--- config.mk ---
export PLATFORM = sky130hd
export DESIGN_NAME = idiv_seq
export DESIGN_NICKNAME = d
export VERILOG_FILES = /design/src/rtl/idiv_pkg.sv /design/src/rtl/idiv_step.sv /design/src/rtl/idiv_seq.sv
export SDC_FILE = /design/constraint.sdc
export NUM_CORES = 1
export LEC_CHECK = 0
export CAP_MARGIN = 20
export CORE_MARGIN = 10
export CORE_UTILIZATION = 50
export CTS_BUF_LIST = sky130_fd_sc_hd__clkbuf_8
export DETAILED_ROUTE_END_ITERATION = 10
export GPL_TIMING_DRIVEN = 0
export PLACE_DENSITY = 0.75
export SYNTH_ARGS = -nofsm -noshare
export SYNTH_HDL_FRONTEND = slang
export SYNTH_SLANG_ARGS = --single-unit
--- constraint.sdc ---
create_clock -name Clock -period 7.6 [get_ports Clock]
set_input_delay 1.52 -clock Clock [delete_from_list [all_inputs] [get_ports Clock]]
set_output_delay 1.52 -clock Clock [all_outputs]
set_load 0.05 [all_outputs]
--- src/rtl/idiv_pkg.sv ---
// Shared types and helpers for the sequential restoring divider (idiv_seq).
package idiv_pkg;

  typedef enum logic [1:0] {IDIV_IDLE, IDIV_CALC, IDIV_DONE} idiv_state_t;

  // Counter must be able to hold the value WIDTH itself.
  function automatic int idiv_cnt_w(input int width);
    return $clog2(width + 1);
  endfunction

endpackage

--- src/rtl/idiv_step.sv ---
// One restoring-division cell: shift in the next dividend bit, trial-subtract the divisor.
// The kept remainder is always below the divisor, so WIDTH bits suffice between steps.
module idiv_step #(
  parameter int WIDTH = 16
) (
  input  logic [WIDTH-1:0] i_rem,
  input  logic             i_bit,
  input  logic [WIDTH-1:0] i_divisor,
  output logic [WIDTH-1:0] o_rem,
  output logic             o_qbit
);

  logic [WIDTH:0]   w_shift;
  logic [WIDTH-1:0] w_diff;

  assign w_shift = {i_rem, i_bit};
  assign o_qbit  = (w_shift >= {1'b0, i_divisor});
  // Only used when the trial succeeds, where the true difference fits in WIDTH bits.
  assign w_diff  = w_shift[WIDTH-1:0] - i_divisor;
  assign o_rem   = o_qbit ? w_diff : w_shift[WIDTH-1:0];

endmodule

--- src/rtl/idiv_seq.sv ---
// Sequential restoring divider, one quotient bit per clock, start/done handshake.
// Optional two's-complement mode is enabled by defining IDIV_SIGNED_EN.
module idiv_seq
  import idiv_pkg::*;
#(
  parameter int WIDTH = 16
) (
  input  logic             Clock,
  input  logic             Reset,
  input  logic             iStart,
  input  logic [WIDTH-1:0] iDividend,
  input  logic [WIDTH-1:0] iDivisor,
  output logic             oBusy,
  output logic             oDone,
  output logic [WIDTH-1:0] oQuotient,
  output logic [WIDTH-1:0] oRemainder,
  output logic             oDivZero,
  output idiv_state_t      oState
);

  // Handshake: iStart is accepted on any edge where state != CALC (IDLE or DONE);
  // oDone is a one-cycle pulse with results valid that cycle and held afterwards.

  localparam int CW = idiv_cnt_w(WIDTH);

  idiv_state_t      r_state, w_state_nxt;
  logic [CW-1:0]    r_cnt, w_cnt_nxt;
  logic [WIDTH-1:0] r_rem, r_q, r_div, r_quo, r_remo;
  logic             r_dz;
  logic [WIDTH-1:0] w_rem_nxt, w_q_fin, w_dvd_in, w_div_in, w_quo_fix, w_rem_fix;
  logic             w_qbit, w_accept, w_last;

`ifdef IDIV_SIGNED_EN
  logic             r_neg_q, r_neg_r;
  logic [WIDTH-1:0] r_dvd_raw;
  logic             w_dvd_neg, w_div_neg;

  assign w_dvd_neg = iDividend[WIDTH-1];
  assign w_div_neg = iDivisor[WIDTH-1];
  assign w_dvd_in  = w_dvd_neg ? -iDividend : iDividend;
  assign w_div_in  = w_div_neg ? -iDivisor : iDivisor;
  // Divide by zero bypasses the sign fix-up so the raw dividend comes back untouched.
  assign w_quo_fix = (r_div == '0) ? '1 : (r_neg_q ? -w_q_fin : w_q_fin);
  assign w_rem_fix = (r_div == '0) ? r_dvd_raw : (r_neg_r ? -w_rem_nxt : w_rem_nxt);
`else
  assign w_dvd_in  = iDividend;
  assign w_div_in  = iDivisor;
  assign w_quo_fix = w_q_fin;
  assign w_rem_fix = w_rem_nxt;
`endif

  idiv_step #(.WIDTH(WIDTH)) u_step (
    .i_rem     (r_rem),
    .i_bit     (r_q[WIDTH-1]),
    .i_divisor (r_div),
    .o_rem     (w_rem_nxt),
    .o_qbit    (w_qbit)
  );

  assign w_q_fin   = {r_q[WIDTH-2:0], w_qbit};
  assign w_accept  = iStart && (r_state != IDIV_CALC);
  assign w_cnt_nxt = r_cnt + CW'(1);
  assign w_last    = (r_state == IDIV_CALC) && (w_cnt_nxt == CW'(WIDTH));

  always_ff @(posedge Clock or posedge Reset) begin
    if (Reset) r_state <= IDIV_IDLE;
    else       r_state <= w_state_nxt;
  end

  always_comb begin
    w_state_nxt = r_state;
    case (r_state)
      IDIV_IDLE: if (iStart) w_state_nxt = IDIV_CALC;
      IDIV_CALC: if (w_last) w_state_nxt = IDIV_DONE;
      IDIV_DONE: w_state_nxt = iStart ? IDIV_CALC : IDIV_IDLE;
      default:   w_state_nxt = IDIV_IDLE;
    endcase
  end

  always_ff @(posedge Clock or posedge Reset) begin
    if (Reset) begin
      r_rem  <= '0;
      r_q    <= '0;
      r_div  <= '0;
      r_cnt  <= '0;
      r_quo  <= '0;
      r_remo <= '0;
      r_dz   <= 1'b0;
`ifdef IDIV_SIGNED_EN
      r_neg_q   <= 1'b0;
      r_neg_r   <= 1'b0;
      r_dvd_raw <= '0;
`endif
    end else if (w_accept) begin
      r_div <= w_div_in;
      r_q   <= w_dvd_in;
      r_rem <= '0;
      r_cnt <= '0;
      r_dz  <= 1'b0;
`ifdef IDIV_SIGNED_EN
      r_neg_q   <= w_dvd_neg ^ w_div_neg;
      r_neg_r   <= w_dvd_neg;
      r_dvd_raw <= iDividend;
`endif
    end else if (r_state == IDIV_CALC) begin
      r_rem <= w_rem_nxt;
      r_q   <= w_q_fin;
      r_cnt <= w_cnt_nxt;
      // Results land on the edge that enters DONE, so they are valid with oDone.
      if (w_last) begin
        r_quo  <= w_quo_fix;
        r_remo <= w_rem_fix;
        r_dz   <= (r_div == '0);
      end
    end
  end

  assign oBusy      = (r_state == IDIV_CALC);
  assign oDone      = (r_state == IDIV_DONE);
  assign oQuotient  = r_quo;
  assign oRemainder = r_remo;
  assign oDivZero   = r_dz;
  assign oState     = r_state;

endmodule

After elaboration in Yosys (flattened, before gate mapping)
Cells that the tools add are included.
{"block": "op_classes", "addsub": 2, "order_cmp": 1, "n_eq_ne": 6, "mux": 14, "n_bitwise": 1, "reduce_logical": 9}
{"op": "$mux 16", "n": 5}
{"op": "$ge 17x16->1", "n": 1}
{"op": "$logic_not 16->1", "n": 1}
{"op": "$sub 16x16->16", "n": 1}
{"op": "$mux 5", "n": 2}
{"op": "$pmux 2 s3", "n": 1}
{"op": "$add 5x1->5 const B", "n": 1}
{"op": "$eq 5x5->1 const B", "n": 1}
{"op": "$mux 1", "n": 4}
{"op": "$mux 2", "n": 2}
{"op": "$ne 2x1->1 const B", "n": 2}
{"op": "$reduce_and 2->1", "n": 2}
{"op": "$reduce_bool 2->1", "n": 2}
{"op": "$reduce_and 3->1", "n": 1}
{"op": "$eq 2x1->1 const B", "n": 1}
{"op": "$eq 2x2->1 const B", "n": 1}
{"op": "$logic_and 1x1->1", "n": 2}
{"op": "$logic_not 2->1", "n": 1}
{"op": "$ne 2x2->1 const B", "n": 1}
{"op": "$not 1->1", "n": 1}
{"block": "totals", "register_bits": 88, "output_inout_bits": 37}

Longest topological paths before layout
Gate-level depths: netlist of run 1.
{"block": "depth", "ltp_word": 6, "mapped_depth": 10, "ltp_nobuf": 9}

Hierarchy
A second synthesis of run 1 with hierarchy kept.
{"block": "hier_totals", "hier_cells": 443, "hier_area_um2": 4725.8}
{"mod": "idiv_seq", "instances": 1, "cells_each": 287, "area_each_um2": 3560.9}
{"mod": "idiv_step", "instances": 1, "cells_each": 156, "area_each_um2": 1164.9}

Worst setup path before layout of run 1
No wires, ideal clock.
{"block": "synth_timing", "path_kind": "flip-flop to output port", "start": "register r_state[0] (netlist: oState[0])", "end": "output oBusy", "arrival_time_ps": 1642, "required_ps": 6080, "slack_ps": 4438, "stages_incl_launch_ff": 4, "n_path_buf": 1, "cell_sequence": "dfrtp_1 -> nand2b_1 -> inv_2 -> clkbuf_1"}
{"block": "synth_via", "elab_chain_cells": 1}
{"item": "start: declaration", "line_no": "idiv_seq.sv:26", "text": "idiv_state_t r_state, w_state_nxt;"}
{"item": "start signal: assignment", "line_no": "idiv_seq.sv:67", "text": "else r_state <= w_state_nxt;"}
{"item": "$eq 2x1->1", "line_no": "idiv_seq.sv:118", "text": "assign oBusy = (r_state == IDIV_CALC);"}
{"item": "end: declaration", "line_no": "idiv_seq.sv:13", "text": "output logic oBusy,"}
No other way between the ends.

Final worst setup path of run 1
{"block": "layout_timing", "start": "register r_state[1] (netlist: oState[1])", "end": "output oBusy"}
Same word-level chain as after synthesis.

==> out/results.tsv, run 1 <==
stage	metric	value	unit
run_status	status	completed	
detailed_routing	Initial DRT Pass Iterations	5	
synth	most common cell in the netlist	nand2_1	
die	Top Ports	72	
detailed_routing	total wire length	12790	microns
die	Chip Width	118	microns
synth	dominant cells by area after synthesis	dfrtp_1 46%, nand2_1 7.0%, ha_1 4.4%, o21ai_0 4.0%, mux2_2 3.8%	
sta	setup TNS	0	ns
sta	Worst Skew	0.01438	ns
critical_path	Worst R2R Setup Slack	4.94	ns
synth	Synth area leader	dfrtp_1	
worst_hold_path	origin of the worst min-delay path	oQuotient[10]	
die	die area	13920	sq um
final_layout	Antenna diodes	0	
detailed_routing	via count	4244	
sta	final hold vios	0	
critical_path	CP required	6.08	ns
critical_path	worst r2r path cells	9	
final_layout	Final Util	63.37	%
detailed_routing	drt via density	5.814	
detailed_routing	routed len/inst	17.52	microns
grt	GR Util met1	22.94	%
critical_path	reg-to-reg endpoint	r_rem[8]	
synth	Synth Flop Type	dfrtp_1	
sta	crit path setup slack, layout	3.555	ns
sta	Worst Max-Slew Pin Slew	0.6870	ns
sta	setup violators final	0	
sta	fmax	247.2	MHz
synth	synth warn	0	
synth	Seq cells post-synth	88	
worst_hold_path	Min-Delay Endpoint	oQuotient[10]	
grt	vias in the first global route	4114	
critical_path	WP buf/inv	3	
clock_network	hold buffer count at cts	0	
synth	Mean Syn Cell Area	9.343	sq um
placed_design	IO Port Bufs	70	
detailed_routing	antenna viol nets, final	0	
die	Rows	35	
sta	Slew Viols, Final	0	
placed_design	RD Place Congestion	0.9476	
critical_path	Worst Path Max Fanout	10	
clock_network	post-CTS setup buffers	0	
grt	met3 Resource Use GR	3.789	%
final_layout	Area Overhead vs Synth	22.51	%
final_layout	design area	5883	sq um
sta	setup repair after global routing missed its margin	no	
critical_path	delay-heaviest family, CP	buffers and inverters	
final_layout	nets@finish	649	
grt	largest net degree at the start of global routing	55	
clock_network	clk sinks	88	
critical_path	Worst setup SP type	flip-flop	
critical_path	CP max-delay cell	clkdlybuf4s50_1	
grt	met2 usage	28.57	%
sta	minimum clock period	4.045	ns
synth	Synth top area share	45.86	%
critical_path	Crit. End Element	output port	
die	Die Span Y	118	microns
clock_network	TritonCTS clock tree	yes	
clock_network	CTS buffer count	9	
synth	Async S/R FF share, synth	100.0	%
placed_design	Post-DP Area	5694	sq um
clock_network	CTS HTree Levels	3	
critical_path	crit path kind	reg -> out	
detailed_routing	DRC viols	0	
clock_network	Worst-Skew Late Latency	0.37	ns
die	core area	9284	sq um
grt	busiest layer in global routing	met2	
sta	fin crit share	53.23	%
synth	mapped cell area	4802	sq um
clock_network	Worst-path clk slew	0.10	ns
clock_network	Max clock buf depth	2	
die	Initial Util	51.73	%
critical_path	CP Cell Sequence	nand2b_1, inv_2, clkbuf_1, clkdlybuf4s50_1	
synth	synthesized instance count	514	
clock_network	CTS resizes	0	
synth	sequential area share after synthesis	45.86	%
final_layout	layout cells sized above 1	9.484	%
grt	first-pass GRT wire length	20840	microns
grt	GRT overflow	0	
synth	Syn Nets	567	
worst_hold_path	Hold Path Stages	2	
critical_path	highest cell delay on the worst timing path	0.90	ns
clock_network	CTS root buffer	clkbuf_8	
worst_hold_path	Hold WC Path Type	reg -> reg	
sta	max_slew headroom	54.20	%
final_layout	Fill cells	778	
job	max-cap viol count	0	
placed_design	dpl hpwl	9850	microns
synth	Post-synth EDFFs	0	
placed_design	dpl ws	3.987	ns
grt	initial antenna violation count	0	
detailed_routing	Starting DRT DRC Count	302	
synth	most frequent cells after synthesis	90 x nand2_1, 88 x dfrtp_1, 38 x o21ai_0, 26 x nand3_1	
synth	synth unique cells	56	
grt	Total GRT Usage	17.90	%
critical_path	Worst R2R Start	r_q[15]	
critical_path	crit path DAT	2.53	ns
-- worst max path at each step --
stage               startpoint        end  slack (ns)  cells past startpoint
floorplan                Reset   oDivZero        3.80                      1
global placement         Reset  r_div[14]        2.52                      2
detailed placement   oState[1]      oBusy        3.99                      4
CTS                  oState[1]      oBusy        3.57                      4
global route         oState[1]      oBusy        3.44                      4
finish               oState[1]      oBusy        3.55                      4
-- cell usage in the layout, fill, tap and decap left out, types with 2 or more instances in the layout --
cell type and n:
or3_1 5, o21ai_0 38, clkbuf_1 13, nand3_1 26, clkdlybuf4s50_1 70, a41oi_1 6, a21oi_1 21, ha_1 17
o21a_1 3, buf_6 5, nor2b_1 7, mux2i_1 17, a31o_2 2, a21oi_2 2, buf_1 4, and2_1 2
clkinvlp_4 3, mux2_2 16, nand2b_1 4, buf_2 7, inv_1 20, and3_1 3, a21o_1 9, o211ai_1 9
xor2_1 6, o221ai_1 3, nor4_1 5, clkbuf_8 10, o31ai_1 9, a211oi_1 5, nor3_1 5, dfrtp_1 88
o311ai_0 4, nand2_1 90, nor2_1 18, nand4_1 9, xnor2_1 2, a31oi_1 12
-- state kept, by name, indices dropped and copies added, names as in the netlist --
| register | count |
|---|---|
| r_cnt | 5 |
| r_div | 16 |
| oRemainder | 16 |
| oState | 2 |
| oDivZero | 1 |
| r_rem | 16 |
| oQuotient | 16 |
| r_q | 16 |
-- layer usage --
layer / vias to the layer above / part of all wire, %
li1: 2004 / -
met1: 2027 / 45
met2: 175 / 45
met3: 38 / 6.7
met4: 0 / 3.1
met5: - / 0
-- cell type report --
type                    instances  area (sq um)  area share, %
flip-flops and latches         88          2202          37.43
plain buffers                  30         160.2          2.722
multi-input cells             373          2354          40.00
clock inverters                 6         51.30         0.8720
well taps                     129         161.4          2.744
repair buffers                 71         728.2          12.38
clock buffers                  10         137.6          2.339
inverters                      23         88.84          1.510
-- cells by family after synthesis --
kind of cell               count (synthesis)  share of synthesized area (%)
AOI/OAI and AO/OA                        133                          18.03
DFF                                       88                          45.86
muxes                                     33                          7.295
buffers and inverters                     53                          5.133
and+or+nand+nor                          181                          17.38
adders and majority gates                 18                          4.846
xor gates and xnor gates                   8                          1.459
-- worst reg2reg max path, stage by stage (launching register included) --
cell and delay, ns:
dfrtp_1 0.43, inv_1 0.08, ha_1 0.20, fa_1 0.41
nand2b_1 0.18, a21o_1 0.21, a21oi_1 0.39, a21oi_1 0.15
xor2_1 0.30, o221ai_1 0.18
-- stage by stage --
stage	std cells	hold WS [ns]
finish	730	0.4772
floorplan	514	0.4600
global route	730	0.5017
detailed placement	714	0.4623
CTS	730	0.4832
global placement	713	0.4580
Power of run 1 is left out: the tool's default activity adds up to more than one toggle a clock period on the data nets, which glitch-free logic cannot reach.
==> run 2: changes to the inputs <==
- clock period: 7.6 -> 3.9 ns (I/O delays scaled with it)
==> results of run 2 <==
Same layout as run 1 (identical final DEF). Status: completed.
Among the figures that moved: setup slack after placement 3.987 ns -> 1.027 ns; setup slack after layout 3.555 ns -> 0.5949 ns; register-to-register setup slack 4.94 ns -> 1.24 ns
Power of run 2 is left out for the same reason.
==> run 3: changes to the inputs <==
- clock period: 3.9 -> 3.2 ns (I/O delays scaled with it)
==> out/results.tsv, run 3 (same netlist as run 1, synthesis figures left out) <==
stage	metric	value	unit	change
final_layout	design area	5886	sq um	about the same
detailed_routing	total wire length	12760	microns	-0.19%
final_layout	layout cells sized above 1	9.484	%	unchanged
die	Initial Util	51.73	%	unchanged
critical_path	reg-to-reg endpoint	r_rem[8]		
placed_design	dpl hpwl	9850	microns	unchanged
sta	fmax	364.4	MHz	
die	Rows	35		unchanged
critical_path	crit path kind	reg -> out		
grt	first-pass GRT wire length	20840	microns	unchanged
job	max-cap viol count	0		unchanged
sta	Worst Max-Slew Pin Slew	0.6892	ns	+0.002285 ns
worst_hold_path	origin of the worst min-delay path	oQuotient[10]		
placed_design	RD Place Congestion	0.9476		unchanged
clock_network	TritonCTS clock tree	yes		
clock_network	Worst-Skew Late Latency	0.37	ns	about the same
grt	Total GRT Usage	17.90	%	unchanged
final_layout	most frequent cells in the layout	90 x nand2_1, 88 x dfrtp_1, 69 x clkdlybuf4s50_1, 38 x o21ai_0, 26 x nand3_1		
clock_network	Worst-path clk slew	0.10	ns	about the same
critical_path	crit path DAT	2.10	ns	-0.43 ns
sta	Worst Skew	0.01411	ns	-0.0002676 ns
critical_path	CP max-delay cell	dlymetal6s2s_1		
sta	fin crit share	85.77	%	
detailed_routing	antenna viol nets, final	0		unchanged
final_layout	Antenna diodes	0		unchanged
detailed_routing	routed len/inst	17.48	microns	-0.19%
critical_path	CP required	2.56	ns	
critical_path	Worst R2R Start	r_q[15]		
final_layout	nets@finish	649		unchanged
detailed_routing	Initial DRT Pass Iterations	5		unchanged
die	core area	9284	sq um	unchanged
critical_path	Worst Path Max Fanout	10		unchanged
clock_network	hold buffer count at cts	0		unchanged
critical_path	Worst setup SP type	flip-flop		
grt	GRT overflow	0		unchanged
final_layout	Area Overhead vs Synth	22.56	%	about the same
die	Chip Width	118	microns	unchanged
critical_path	Worst R2R Setup Slack	0.51	ns	
worst_hold_path	Hold Path Stages	2		unchanged
sta	max_slew headroom	54.05	%	-0.15 points
sta	setup violators final	0		unchanged
sta	Slew Viols, Final	0		unchanged
critical_path	delay-heaviest family, CP	buffers and inverters		
detailed_routing	drt via density	5.800		-0.24%
critical_path	highest cell delay on the worst timing path	0.50	ns	-0.40 ns
worst_hold_path	Min-Delay Endpoint	oQuotient[10]		
die	die area	13920	sq um	unchanged
clock_network	Max clock buf depth	2		unchanged
grt	initial antenna violation count	0		unchanged
final_layout	commonest non-fill, non-tap cell in the layout	nand2_1		
sta	minimum clock period	2.745	ns	
sta	final hold vios	0		unchanged
sta	setup repair after global routing missed its margin	no		
clock_network	CTS root buffer	clkbuf_8		
detailed_routing	via count	4234		-0.24%
sta	hold_ws	0.4768	ns	-0.0004200 ns
critical_path	Crit. End Element	output port		
placed_design	IO Port Bufs	70		unchanged
detailed_routing	Starting DRT DRC Count	307		+1.7%
clock_network	CTS buffer count	9		unchanged
detailed_routing	DRC viols	0		unchanged
clock_network	clk sinks	88		unchanged
critical_path	CP Cell Sequence	nand2b_1, inv_2, clkbuf_1, dlymetal6s2s_1		
clock_network	CTS HTree Levels	3		unchanged
grt	vias in the first global route	4114		unchanged
critical_path	worst r2r path cells	9		unchanged
die	Die Span Y	118	microns	unchanged
die	Top Ports	72		unchanged
final_layout	Final Util	63.40	%	about the same
run_status	status	completed		
critical_path	WP buf/inv	3		unchanged
worst_hold_path	Hold WC Path Type	reg -> reg		
grt	largest net degree at the start of global routing	55		unchanged
placed_design	Post-DP Area	5694	sq um	unchanged
==> run 3: how the worst max path moves through the flow <==
stage	start	end	depth (start not counted)	slack [ns]
final	oState[1]	oBusy	4	0.46
after global routing	oState[1]	oBusy	4	0.33
after CTS	oState[1]	oBusy	4	0.05
after detailed placement	oState[1]	oBusy	4	0.47
after global placement	Reset	r_div[14]	2	-1.00
after floorplan	Reset	oDivZero	1	0.28
==> run 3: final cells by class <==
cell class	count	area, sq um
tap	129	161.4
fill	778	3398
sequential	88	2202
multi-input combinational	373	2354
timing repair buffer	71	730.7
buffer	30	160.2
clock buffer	10	137.6
clock inverter	6	51.30
inverter	23	88.84
==> run 3: metrics by stage <==
step                      setup TNS [ns]  setup slack, ns  instances
final                                  0           0.4554        730
after global routing                   0           0.3343        730
after CTS                              0          0.04870        730
after detailed placement               0           0.4669        714
after global placement            -87.61           -1.002        713
after floorplan                        0           0.2814        514
==> run 3: repair_timing <==
action,in CTS,in global routing
resized for setup,0,1
setup buffers,0,0
endpoints found under the setup margin,0,1
==> run 3: worst register-to-register path, delay by kind of cell, from the launching register on <==
kind | cells | cell delay, ns
and+or+nand+nor | 1 | 0.18
AOI/OAI and AO/OA | 4 | 0.93
buffers and inverters | 1 | 0.08
xor gates and xnor gates | 1 | 0.32
adders and majority gates | 2 | 0.61
DFF | 1 | 0.43
==> run 3: per-layer routing <==
metal,track usage [%],up-vias,wire length (microns)
met3,3.789,35,907
met4,7.496,0,357
met1,22.94,2010,5678
li1,-,2007,-
met5,0,-,0
met2,28.57,182,5819
Power of run 3 is left out for the same reason.
